**config.mk**
```make
export PLATFORM = sky130hd
export DESIGN_NAME = exp_uart
export DESIGN_NICKNAME = d
export VERILOG_FILES = /design/src/rtl/exp_uart.sv
export SDC_FILE = /design/constraint.sdc
export NUM_CORES = 1
export LEC_CHECK = 0
export BUFFER_PORTS_ARGS = -buffer_cell sky130_fd_sc_hd__buf_2
export CORE_ASPECT_RATIO = 1.4
export CORE_MARGIN = 4
export CORE_UTILIZATION = 60
export DETAILED_ROUTE_END_ITERATION = 10
export PLACE_DENSITY = 0.78
export SYNTH_ARGS = -nofsm -noshare
export SYNTH_HDL_FRONTEND = slang
export SYNTH_SLANG_ARGS = --single-unit
```
**constraint.sdc**
```tcl
create_clock -name clk -period 4.8 [get_ports clk]
set_input_delay 0.24 -clock clk [delete_from_list [all_inputs] [get_ports clk]]
set_output_delay 0.24 -clock clk [all_outputs]
set_load 0.02 [all_outputs]
```
**src/rtl/exp_uart.sv**
```systemverilog
// exp_uart -- expansion-port serial card for the Z80 motherboard bus.
//
// An 8N1 UART answering at I/O ports &F8xx, BASE..BASE+3 (BASE[1:0] ignored):
//   0 DATA   R: received byte           W: transmit byte
//   1 STATUS b0 RXRDY, b1 TXE, b2 TXIDLE, b3 RXOVR, b4 FERR, b5 TXOVR, b7 irq
//            (read-only; reading it clears b3..b5)
//   2 CTRL   b0 RXIE, b1 TXIE, b7 LOOP
//   3 DIV    bit time = 16*(DIV+1) ce_16 ticks
// Optional feature macro: EXP_UART_IRQ_EN. When it is defined, the interrupt
// enables are stored and irq = (RXIE & RXRDY) | (TXIE & TXE). When it is not
// defined, irq is tied low and CTRL b0/b1 read back as 0.
//
// Ports:
//   clk, reset       system clock; asynchronous active-high reset
//   ce_16            16 MHz enable; all serial timing advances only on it
//   cpu_addr/dout    Z80 address and write data
//   iorq, rd, wr, m1 Z80 bus controls (active-high); iorq&m1 is never selected
//   cpu_din          read data, 8'hFF when not driving (the bus is ANDed)
//   irq              level interrupt request
//   rxd, txd         serial lines, idle high
module exp_uart #(
  parameter logic [7:0] BASE      = 8'hE0,
  parameter logic [7:0] DIV_RESET = 8'd103
) (
  input  logic        clk,
  input  logic        reset,
  input  logic        ce_16,
  input  logic [15:0] cpu_addr,
  input  logic [7:0]  cpu_dout,
  input  logic        iorq,
  input  logic        rd,
  input  logic        wr,
  input  logic        m1,
  output logic [7:0]  cpu_din,
  output logic        irq,
  input  logic        rxd,
  output logic        txd
);

  typedef enum logic [1:0] {S_IDLE, S_START, S_DATA, S_STOP} ser_state_t;

  // ---------------- bus interface ----------------
  logic       sel, rd_act, wr_act, rd_act_q, wr_act_q, rd_stb, wr_stb;
  logic [1:0] reg_q;
  logic [7:0] wdata_q;

  assign sel    = iorq & ~m1 & (cpu_addr[15:8] == 8'hF8) & (cpu_addr[7:2] == BASE[7:2]);
  assign rd_act = sel & rd;
  assign wr_act = sel & wr;
  // Strobes fire as the access ends; register index and write data are held
  // from the access itself because the address may already have moved on.
  assign rd_stb = rd_act_q & ~rd_act;
  assign wr_stb = wr_act_q & ~wr_act;

  // NOTE: sequential state uses non-blocking assignments so every register
  // samples the pre-edge values regardless of statement order.
  always_ff @(posedge clk or posedge reset) begin
    if (reset) begin
      rd_act_q <= 1'b0;
      wr_act_q <= 1'b0;
      reg_q    <= 2'd0;
      wdata_q  <= 8'd0;
    end else begin
      rd_act_q <= rd_act;
      wr_act_q <= wr_act;
      if (sel)    reg_q   <= cpu_addr[1:0];
      if (wr_act) wdata_q <= cpu_dout;
    end
  end

  logic wr_data, wr_ctrl, wr_div, rd_data, rd_status;
  assign wr_data   = wr_stb & (reg_q == 2'd0);
  assign wr_ctrl   = wr_stb & (reg_q == 2'd2);
  assign wr_div    = wr_stb & (reg_q == 2'd3);
  assign rd_data   = rd_stb & (reg_q == 2'd0);
  assign rd_status = rd_stb & (reg_q == 2'd1);

  // ---------------- registers and flags ----------------
  logic [7:0] hold, rx_buf, div_reg;
  logic       txe, rxrdy, rxovr, ferr, txovr, loop_en, rxie, txie;
  logic       tx_load, rx_stop_sample, rx_sync;
  logic [7:0] rx_sh;
  ser_state_t tx_state;

  always_ff @(posedge clk or posedge reset) begin
    if (reset) begin
      hold    <= 8'd0;
      rx_buf  <= 8'd0;
      div_reg <= DIV_RESET;
      txe     <= 1'b1;
      rxrdy   <= 1'b0;
      rxovr   <= 1'b0;
      ferr    <= 1'b0;
      txovr   <= 1'b0;
      loop_en <= 1'b0;
    end else begin
      if (rd_status) begin
        rxovr <= 1'b0;
        ferr  <= 1'b0;
        txovr <= 1'b0;
      end
      if (rd_data) rxrdy <= 1'b0;
      if (wr_ctrl) loop_en <= wdata_q[7];
      if (wr_div)  div_reg <= wdata_q;
      if (tx_load) txe <= 1'b1;
      // A load in the same clock frees the holding register for the new byte.
      if (wr_data) begin
        if (txe | tx_load) begin
          hold <= wdata_q;
          txe  <= 1'b0;
        end else begin
          txovr <= 1'b1;
        end
      end
      if (rx_stop_sample) begin
        if (rxrdy & ~rd_data) begin
          rxovr <= 1'b1;
        end else begin
          rx_buf <= rx_sh;
          rxrdy  <= 1'b1;
        end
        if (~rx_sync) ferr <= 1'b1;
      end
    end
  end

`ifdef EXP_UART_IRQ_EN
  always_ff @(posedge clk or posedge reset) begin
    if (reset) begin
      rxie <= 1'b0;
      txie <= 1'b0;
    end else if (wr_ctrl) begin
      rxie <= wdata_q[0];
      txie <= wdata_q[1];
    end
  end
`else
  assign rxie = 1'b0;
  assign txie = 1'b0;
`endif

  assign irq = (rxie & rxrdy) | (txie & txe);

  // ---------------- read mux ----------------
  logic [7:0] status;
  assign status = {irq, 1'b0, txovr, ferr, rxovr, (tx_state == S_IDLE) & txe, txe, rxrdy};

  always_comb begin
    cpu_din = 8'hFF;
    if (rd_act) begin
      case (cpu_addr[1:0])
        2'd0:    cpu_din = rx_buf;
        2'd1:    cpu_din = status;
        2'd2:    cpu_din = {loop_en, 5'd0, txie, rxie};
        default: cpu_din = div_reg;
      endcase
    end
  end

  // ---------------- transmitter ----------------
  logic [7:0] tx_pre, tx_div, tx_sh;
  logic [3:0] tx_tick;
  logic [2:0] tx_cnt;
  logic       txd_q, tx_tick_evt, tx_bit_end;

  assign tx_tick_evt = ce_16 & (tx_state != S_IDLE) & (tx_pre == tx_div);
  assign tx_bit_end  = tx_tick_evt & (tx_tick == 4'd15);
  // Loading straight out of STOP keeps back-to-back frames gapless.
  assign tx_load     = ~txe & ((tx_state == S_IDLE) | ((tx_state == S_STOP) & tx_bit_end));

  always_ff @(posedge clk or posedge reset) begin
    if (reset) begin
      tx_state <= S_IDLE;
      txd_q    <= 1'b1;
      tx_pre   <= 8'd0;
      tx_div   <= DIV_RESET;
      tx_tick  <= 4'd0;
      tx_cnt   <= 3'd0;
      tx_sh    <= 8'd0;
    end else begin
      if (ce_16 && tx_state != S_IDLE)
        tx_pre <= (tx_pre == tx_div) ? 8'd0 : tx_pre + 8'd1;
      if (tx_tick_evt) tx_tick <= tx_tick + 4'd1;
      // A new divisor is only picked up at a bit boundary.
      if (tx_bit_end) tx_div <= div_reg;
      if (tx_load) begin
        tx_state <= S_START;
        tx_sh    <= hold;
        txd_q    <= 1'b0;
        tx_pre   <= 8'd0;
        tx_tick  <= 4'd0;
        tx_div   <= div_reg;
      end else if (tx_bit_end) begin
        case (tx_state)
          S_START: begin
            tx_state <= S_DATA;
            txd_q    <= tx_sh[0];
            tx_cnt   <= 3'd0;
          end
          S_DATA: begin
            if (tx_cnt == 3'd7) begin
              tx_state <= S_STOP;
              txd_q    <= 1'b1;
            end else begin
              txd_q  <= tx_sh[1];
              tx_sh  <= {1'b0, tx_sh[7:1]};
              tx_cnt <= tx_cnt + 3'd1;
            end
          end
          default: tx_state <= S_IDLE;
        endcase
      end
    end
  end

  assign txd = loop_en ? 1'b1 : txd_q;

  // ---------------- receiver ----------------
  logic       rx_meta, rx_prev, rx_src, rx_tick_evt, rx_sample;
  logic [7:0] rx_pre, rx_div;
  logic [3:0] rx_tick;
  logic [2:0] rx_cnt;
  ser_state_t rx_state;

  assign rx_src      = loop_en ? txd_q : rxd;
  assign rx_tick_evt = ce_16 & (rx_state != S_IDLE) & (rx_pre == rx_div);
  // START samples half a bit after the edge; later states sample one bit on.
  assign rx_sample   = rx_tick_evt & (rx_tick == ((rx_state == S_START) ? 4'd7 : 4'd15));
  assign rx_stop_sample = rx_sample & (rx_state == S_STOP);

  always_ff @(posedge clk or posedge reset) begin
    if (reset) begin
      rx_meta  <= 1'b1;
      rx_sync  <= 1'b1;
      rx_prev  <= 1'b1;
      rx_state <= S_IDLE;
      rx_pre   <= 8'd0;
      rx_div   <= DIV_RESET;
      rx_tick  <= 4'd0;
      rx_cnt   <= 3'd0;
      rx_sh    <= 8'd0;
    end else begin
      rx_meta <= rx_src;
      rx_sync <= rx_meta;
      rx_prev <= rx_sync;
      if (ce_16 && rx_state != S_IDLE)
        rx_pre <= (rx_pre == rx_div) ? 8'd0 : rx_pre + 8'd1;
      if (rx_tick_evt) rx_tick <= rx_sample ? 4'd0 : rx_tick + 4'd1;
      case (rx_state)
        S_IDLE: if (rx_prev & ~rx_sync) begin
          rx_state <= S_START;
          rx_pre   <= 8'd0;
          rx_tick  <= 4'd0;
          rx_div   <= div_reg;
        end
        S_START: if (rx_sample) begin
          rx_state <= rx_sync ? S_IDLE : S_DATA;
          rx_cnt   <= 3'd0;
        end
        S_DATA: if (rx_sample) begin
          rx_sh <= {rx_sync, rx_sh[7:1]};
          if (rx_cnt == 3'd7) rx_state <= S_STOP;
          else                rx_cnt   <= rx_cnt + 3'd1;
        end
        default: if (rx_sample) rx_state <= S_IDLE;
      endcase
    end
  end

endmodule

```
### After elaboration in Yosys (flattened, before gate mapping)

Cells that the tools add are included.

| word-level totals | value |
|---|---|
| register bits | 112 |
| latch bits | 0 |
| RAM bits | 0 |
| bits in read-only memories | 0 |
| input bits | 32 |
| word-level logic and storage cells | 182 |
| memories kept | 0 |

| operators by class | value |
|---|---|
| add/sub/neg operators | 6 |
| multipliers | 0 |
| divide/modulo/power cells | 0 |
| $lt $le $gt $ge | 0 |
| equality and inequality tests | 27 |
| shift operators | 0 |
| muxes and demuxes | 60 |
| bitwise gates (word level) | 34 |
| reductions and logical operators | 26 |

Operators with widths:

| cell | count |
|---|---|
| two-way mux 8 bit | 14 |
| two-way mux 4 bit | 7 |
| AND 1 bit | 24 |
| one-hot mux 8 bit (3 select lines) | 1 |
| two-way mux 1 bit | 20 |
| two-way mux 2 bit | 9 |
| nonzero test 2 bit | 9 |
| adder 8 x 1 -> 8 bit (second input constant) | 2 |
| equality test 8 bit | 2 |
| equality test 2 bit (second input constant) | 7 |
| != test 2 bit (second input constant) | 7 |
| two-way mux 3 bit | 4 |
| one-hot mux 3 bit (2 select lines) | 2 |
| AND reduction 2 bit | 6 |
| adder 4 x 1 -> 4 bit (second input constant) | 2 |
| equality test 2 x 1 -> 1 bit (second input constant) | 4 |
| equality test 8 bit (second input constant) | 1 |
| zero test 2 bit | 4 |
| inverter 1 bit | 8 |
| AND reduction 4 bit | 2 |
| adder 3 x 1 -> 3 bit (second input constant) | 2 |
| equality test 3 bit (second input constant) | 2 |
| equality test 6 bit (second input constant) | 1 |
| one-hot mux 2 bit (3 select lines) | 1 |
| other kinds (10) | 12 |

### Longest topological paths before layout

| logic depth | value |
|---|---|
| depth in word-level cells | 12 |
| gate-level depth with buffers | 9 |
| gate-level depth less buffers | 8 |

### Least setup slack after synthesis

No wires, ideal clock.

| path | value |
|---|---|
| path type | register to register |
| start | register tx_state[0] |
| end | register hold[0] |
| library setup time | 125 ps |
| arrival | 2118 ps |
| data required time | 4675 ps |
| setup slack | 2556 ps |
| cell stages (with the launch flop) | 10 |
| buffers on the path | 1 |
| period minus slack after synthesis | 2244 ps |
| cell sequence | dfrtp_1 inv_1 ha_1 inv_1 nand2_1 nor4_4 a311oi_2 nand2b_4 buf_6 mux2_4 |

| between the ends | value |
|---|---|
| longest elaborated chain between the ends | 9 |

RTL lines:

| what | RTL line | RTL |
|---|---|---|
| start: declaration | 83 | `ser_state_t tx_state;` |
| start signal: assignment | 173 | `tx_state <= S_IDLE;` |
| start signal: assignment | 187 | `tx_state <= S_START;` |
| start signal: assignment | 196 | `tx_state <= S_DATA;` |
| nonzero test 2 bit | 166 | `assign tx_tick_evt = ce_16 & (tx_state != S_IDLE) & (tx_pre == tx_div);` |
| AND 1 bit (2 in series) | 166 |  |
| AND 1 bit | 167 | `assign tx_bit_end = tx_tick_evt & (tx_tick == 4'd15);` |
| AND 1 bit | 169 | `assign tx_load = ~txe & ((tx_state == S_IDLE) \| ((tx_state == S_STOP) & tx_bit_end));` |
| OR 1 bit (*) | 169 |  |
| AND 1 bit (*) | 169 |  |
| OR 1 bit (*) | 108 | `if (txe \| tx_load) begin` |
| AND reduction 2 bit (no source line) (*) | -- |  |
| end signal: assignment | 109 | `hold <= wdata_q;` |
| end: declaration | 79 | `logic [7:0] hold, rx_buf, div_reg;` |

Every way passes the cells marked *; elsewhere a longest branch is shown, timed or not.
A chain may end at the register's enable or synchronous reset.

### Worst setup path in the final report

| path | value |
|---|---|
| start | register tx_state[0] |
| end | register hold[4] |

Same word-level chain as after synthesis.

==> impl_results.html <==
<table>
<tr><th>Metric</th><th>Value</th></tr>
<tr><th colspan="2">Floorplanning</th></tr>
<tr><td>FP Rows</td><td>40</td></tr>
<tr><td>Number of top-level pins</td><td>42</td></tr>
<tr><td>Std-Cell Core Area</td><td>roughly 9000 um^2</td></tr>
<tr><td>Initial cell density of the core</td><td>0.624</td></tr>
<tr><td>Die Span X</td><td>slightly below 90 um</td></tr>
<tr><td>Overall die area</td><td>10700 um^2</td></tr>
<tr><td>Overall die height</td><td>around 120 um</td></tr>
<tr><th colspan="2">Routing</th></tr>
<tr><td>Number of nets still failing antenna checks after routing</td><td>0</td></tr>
<tr><td>Routed length per instance</td><td>approximately 18 um</td></tr>
<tr><td>Total Wirelength</td><td>around 11000 um</td></tr>
<tr><td>Via count</td><td>roughly 3.6k</td></tr>
<tr><td>Total DRC errors in the routed layout</td><td>0</td></tr>
<tr><td>Average vias per placed instance</td><td>roughly 6</td></tr>
<tr><td>First-iteration detailed-routing DRC count</td><td>approximately 180</td></tr>
<tr><td>Router iterations before antenna repair</td><td>4</td></tr>
<tr><th colspan="2">Final layout</th></tr>
<tr><td>Fraction of final layout cells sized beyond drive strength 1</td><td>0.317</td></tr>
<tr><td>Layout Area Growth over Synthesis</td><td>10.2%</td></tr>
<tr><td>ANT cells</td><td>0</td></tr>
<tr><td>Final Net Count</td><td>roughly 540</td></tr>
<tr><td>Filler cells</td><td>approximately 630</td></tr>
<tr><th colspan="2">CTS</th></tr>
<tr><td>Hold Buf Count CTS</td><td>0</td></tr>
<tr><td>Number of buffers inserted to repair setup after CTS</td><td>0</td></tr>
<tr><td>Max Buffers Root-to-Sink</td><td>2</td></tr>
<tr><td>Clock Latency Late Sink</td><td>340 ps</td></tr>
<tr><td>CTS H-tree lvls</td><td>3</td></tr>
<tr><td>TritonCTS Buffers</td><td>9</td></tr>
<tr><td>Clock slew at reported path FFs</td><td>approximately 80 ps</td></tr>
<tr><td>Clock Tree Root</td><td>clkbuf_16</td></tr>
<tr><td>Post-CTS Resized</td><td>0</td></tr>
<tr><td>Total number of clock tree sinks</td><td>roughly 110</td></tr>
<tr><td>TritonCTS clock tree</td><td>built</td></tr>
<tr><th colspan="2">Worst setup path</th></tr>
<tr><td>Crit path DAT</td><td>approximately 3000 ps</td></tr>
<tr><td>Crit-path most repeated cell</td><td>inv_1</td></tr>
<tr><td>Launching element type of the critical path</td><td>flop</td></tr>
<tr><td>Critical path data required time</td><td>around 5000 ps</td></tr>
<tr><td>CP endpoint kind</td><td>flop</td></tr>
<tr><td>Start-to-end type of the worst setup path</td><td>flop to flop</td></tr>
<tr><td>Cell type of the slowest stage on the worst timing path</td><td>nor4_4</td></tr>
<tr><td>Delay of the slowest cell on the worst path</td><td>between 500 and 600 ps</td></tr>
<tr><td>WP buf/inv</td><td>2</td></tr>
<tr><td>Path depth of the worst reg2reg path</td><td>8</td></tr>
<tr><td>Endpoint of the worst-slack reg-to-reg timing path</td><td>hold[4]</td></tr>
<tr><td>Cell type group with the largest total delay on the critical path</td><td>simple AND/OR/NAND/NOR gates</td></tr>
<tr><td>Worst flop-to-flop path startpoint</td><td>tx_state[0]</td></tr>
<tr><td>Critical path peak fanout</td><td>12</td></tr>
<tr><td>Cell chain of the critical path</td><td>inv_1 -&gt; ha_1 -&gt; inv_1 -&gt; nand2_1 -&gt; nor4_4 -&gt; a311oi_2 -&gt; nand2b_4 -&gt; mux2_4</td></tr>
<tr><td>Register-to-Register Setup Slack</td><td>2060 ps</td></tr>
<tr><th colspan="2">Synth</th></tr>
<tr><td>Most frequent cells after synthesis</td><td>dfrtp_1, mux2_2, nand2_1</td></tr>
<tr><td>Predominant post-synthesis flop cell</td><td>dfrtp_1</td></tr>
<tr><td>Most instantiated library cell after synthesis</td><td>dfrtp_1</td></tr>
<tr><td>Area share of the largest cell type after synthesis</td><td>0.421</td></tr>
<tr><td>Flops &amp; latches, synth</td><td>112</td></tr>
<tr><td>Post-synthesis async set-or-reset flop share</td><td>1.00</td></tr>
<tr><td>Synth top area cells</td><td>dfrtp_1, mux2_2, dfstp_2</td></tr>
<tr><td>Number of distinct library cell variants in the gate-level netlist after synthesis</td><td>between 60 and 70</td></tr>
<tr><td>Mean area per synthesized cell</td><td>12.0 um^2</td></tr>
<tr><td>Post-synth EDFFs</td><td>0</td></tr>
<tr><td>Post-synthesis cell type with the largest combined area</td><td>dfrtp_1</td></tr>
<tr><td>Gate Count Post-Synth</td><td>roughly 450</td></tr>
<tr><td>Sequential-to-total area share from yosys stat</td><td>0.518</td></tr>
<tr><td>Number of synthesis warnings</td><td>0</td></tr>
<tr><td>Post-synthesis cell area</td><td>5460 um^2</td></tr>
<tr><td>Number of nets produced by synthesis</td><td>approximately 500</td></tr>
<tr><th colspan="2">Power</th></tr>
<tr><td>Total Power Consumption</td><td>0.00205 W</td></tr>
<tr><td>Maximum vdd ir drop</td><td>roughly 0.39 mV</td></tr>
<tr><td>Cell leakage power</td><td>2.76 nW</td></tr>
<tr><td>Power per standard cell area</td><td>340 nW/um^2</td></tr>
<tr><th colspan="2">Placed design</th></tr>
<tr><td>Final weighted congestion of routability-driven global placement</td><td>approximately 0.80</td></tr>
<tr><td>IO buf count</td><td>40</td></tr>
<tr><td>HPWL after detailed placement</td><td>about 7700 um</td></tr>
<tr><th colspan="2">Timing</th></tr>
<tr><td>Final Critical Period</td><td>roughly 2700 ps</td></tr>
<tr><td>Final period util</td><td>0.572</td></tr>
<tr><td>Final sum of negative setup slack</td><td>0 ps</td></tr>
<tr><td>Layout Skew</td><td>a little over 8 ps</td></tr>
<tr><td>Endpoints failing hold</td><td>0</td></tr>
<tr><td>Number of pins exceeding their max-slew limit in the final report</td><td>0</td></tr>
<tr><td>Tightest slew margin relative to the limit</td><td>0.202</td></tr>
<tr><td>Actual transition at the worst max-transition pin</td><td>roughly 1200 ps</td></tr>
<tr><td>Count of final setup violators</td><td>0</td></tr>
<tr><td>Setup repair after global routing missed its margin</td><td>false</td></tr>
<tr><td>F_max</td><td>364 MHz</td></tr>
<tr><th colspan="2">Run</th></tr>
<tr><td># Max-Cap Violations</td><td>0</td></tr>
<tr><th colspan="2">Worst hold path</th></tr>
<tr><td>Hold WC Path Type</td><td>input pin to asynchronous set/reset pin</td></tr>
<tr><th colspan="2">Global route</th></tr>
<tr><td>Vias in the first global route</td><td>3714</td></tr>
<tr><td>Maximum number of pins on one net before global-route repair</td><td>59</td></tr>
<tr><td>Global-route wire length before repair</td><td>about 18000 um</td></tr>
<tr><td>GRT Overall Usage</td><td>0.219</td></tr>
<tr><td>Antenna violations before repair</td><td>0</td></tr>
<tr><td>Overflow left after global routing</td><td>0</td></tr>
<tr><th colspan="2">Status</th></tr>
<tr><td>Status</td><td>finished, final reports clean</td></tr>
</table>
-- area by class of cell --
cell class	count	area, um^2	area share
Multi-Input combinational cell	316	2530	0.420
Clock buffer	9	225	0.0374
Timing Repair Buffer	42	215	0.0357
Clock inverter	7	53.8	0.00894
Tap cell	105	131	0.0218
Inverter	10	40.0	0.00665
Sequential cell	112	2830	0.470
-- kinds of logic after synthesis --
family / count (synthesis) / synth area share
AOI/OAI and AO/OA: 57 / 0.0703
muxes: 77 / 0.161
DFF: 112 / 0.518
adders and majority gates: 12 / 0.0275
xor gates and xnor gates: 31 / 0.0552
other: 1 / 0.000686
buffers and inverters: 26 / 0.0208
and+or+nand+nor: 138 / 0.147
-- layout by cell type, fill, tap and decap left out, types with 4 or more instances in the layout --
cell | netlist | routed
nor3b_1 | 4 | 4
a21oi_1 | 8 | 8
ha_1 | 12 | 12
nand3_1 | 12 | 12
clkbuf_16 | 0 | 9
nand2_1 | 40 | 40
buf_2 | 3 | 40
nor3_1 | 7 | 7
and3_1 | 5 | 5
mux2_2 | 51 | 51
o211ai_1 | 7 | 7
mux2i_1 | 15 | 15
nand4_1 | 6 | 6
xnor2_2 | 4 | 4
a221o_1 | 4 | 4
dfrtp_1 | 92 | 92
inv_1 | 10 | 9
mux2_4 | 8 | 8
xnor2_1 | 18 | 18
xor2_1 | 9 | 9
o21ai_0 | 22 | 22
nor2_1 | 25 | 25
dfstp_2 | 20 | 20
-- metrics by stage --
| step | instances | util | setup slack, ps | area [um^2] | hold WS (ps) |
|---|---|---|---|---|---|
| 5_1_grt | 601 | 0.687 | 1830 | 6020 | 72.8 |
| 6_report | 601 | 0.687 | 2060 | 6020 | 17.2 |
| 3_3_place_gp | 585 | 0.656 | 2180 | 5740 | 347 |
| 3_5_place_dp | 585 | 0.656 | 2100 | 5740 | 350 |
| 4_1_cts | 601 | 0.687 | 2090 | 6020 | 32.6 |
| 2_1_floorplan | 454 | - | 1630 | 5460 | 345 |
-- power by group --
group	leakage (nW)	switching, W	internal [W]
clock network	0.134	0.000345	0.000358
logic	1.19	0.000147	0.000118
registers	1.44	0.0000831	0.000999
total	2.76	0.000575	0.00147
-- layer usage --
layer,vias up,track usage,part of all wire
met1,1793,0.287,0.42
met3,17,0.0380,0.035
met4,0,0.0766,0.019
met5,-,0,0
met2,63,0.363,0.52
li1,1701,-,-
-- worst max-delay path by stage --
stage                 from  slack, ps  cells after the start         end
2_1_floorplan        reset       1630                      1  div_reg[3]
4_1_cts        tx_state[0]       2090                      8     hold[4]
6_report       tx_state[0]       2060                      8     hold[4]
3_5_place_dp     tx_cnt[0]       2100                      7    tx_sh[6]
5_1_grt         tx_tick[0]       1830                      6    tx_sh[4]
3_3_place_gp   tx_state[0]       2180                      8     hold[2]
Power figures use the tool's default switching activity.
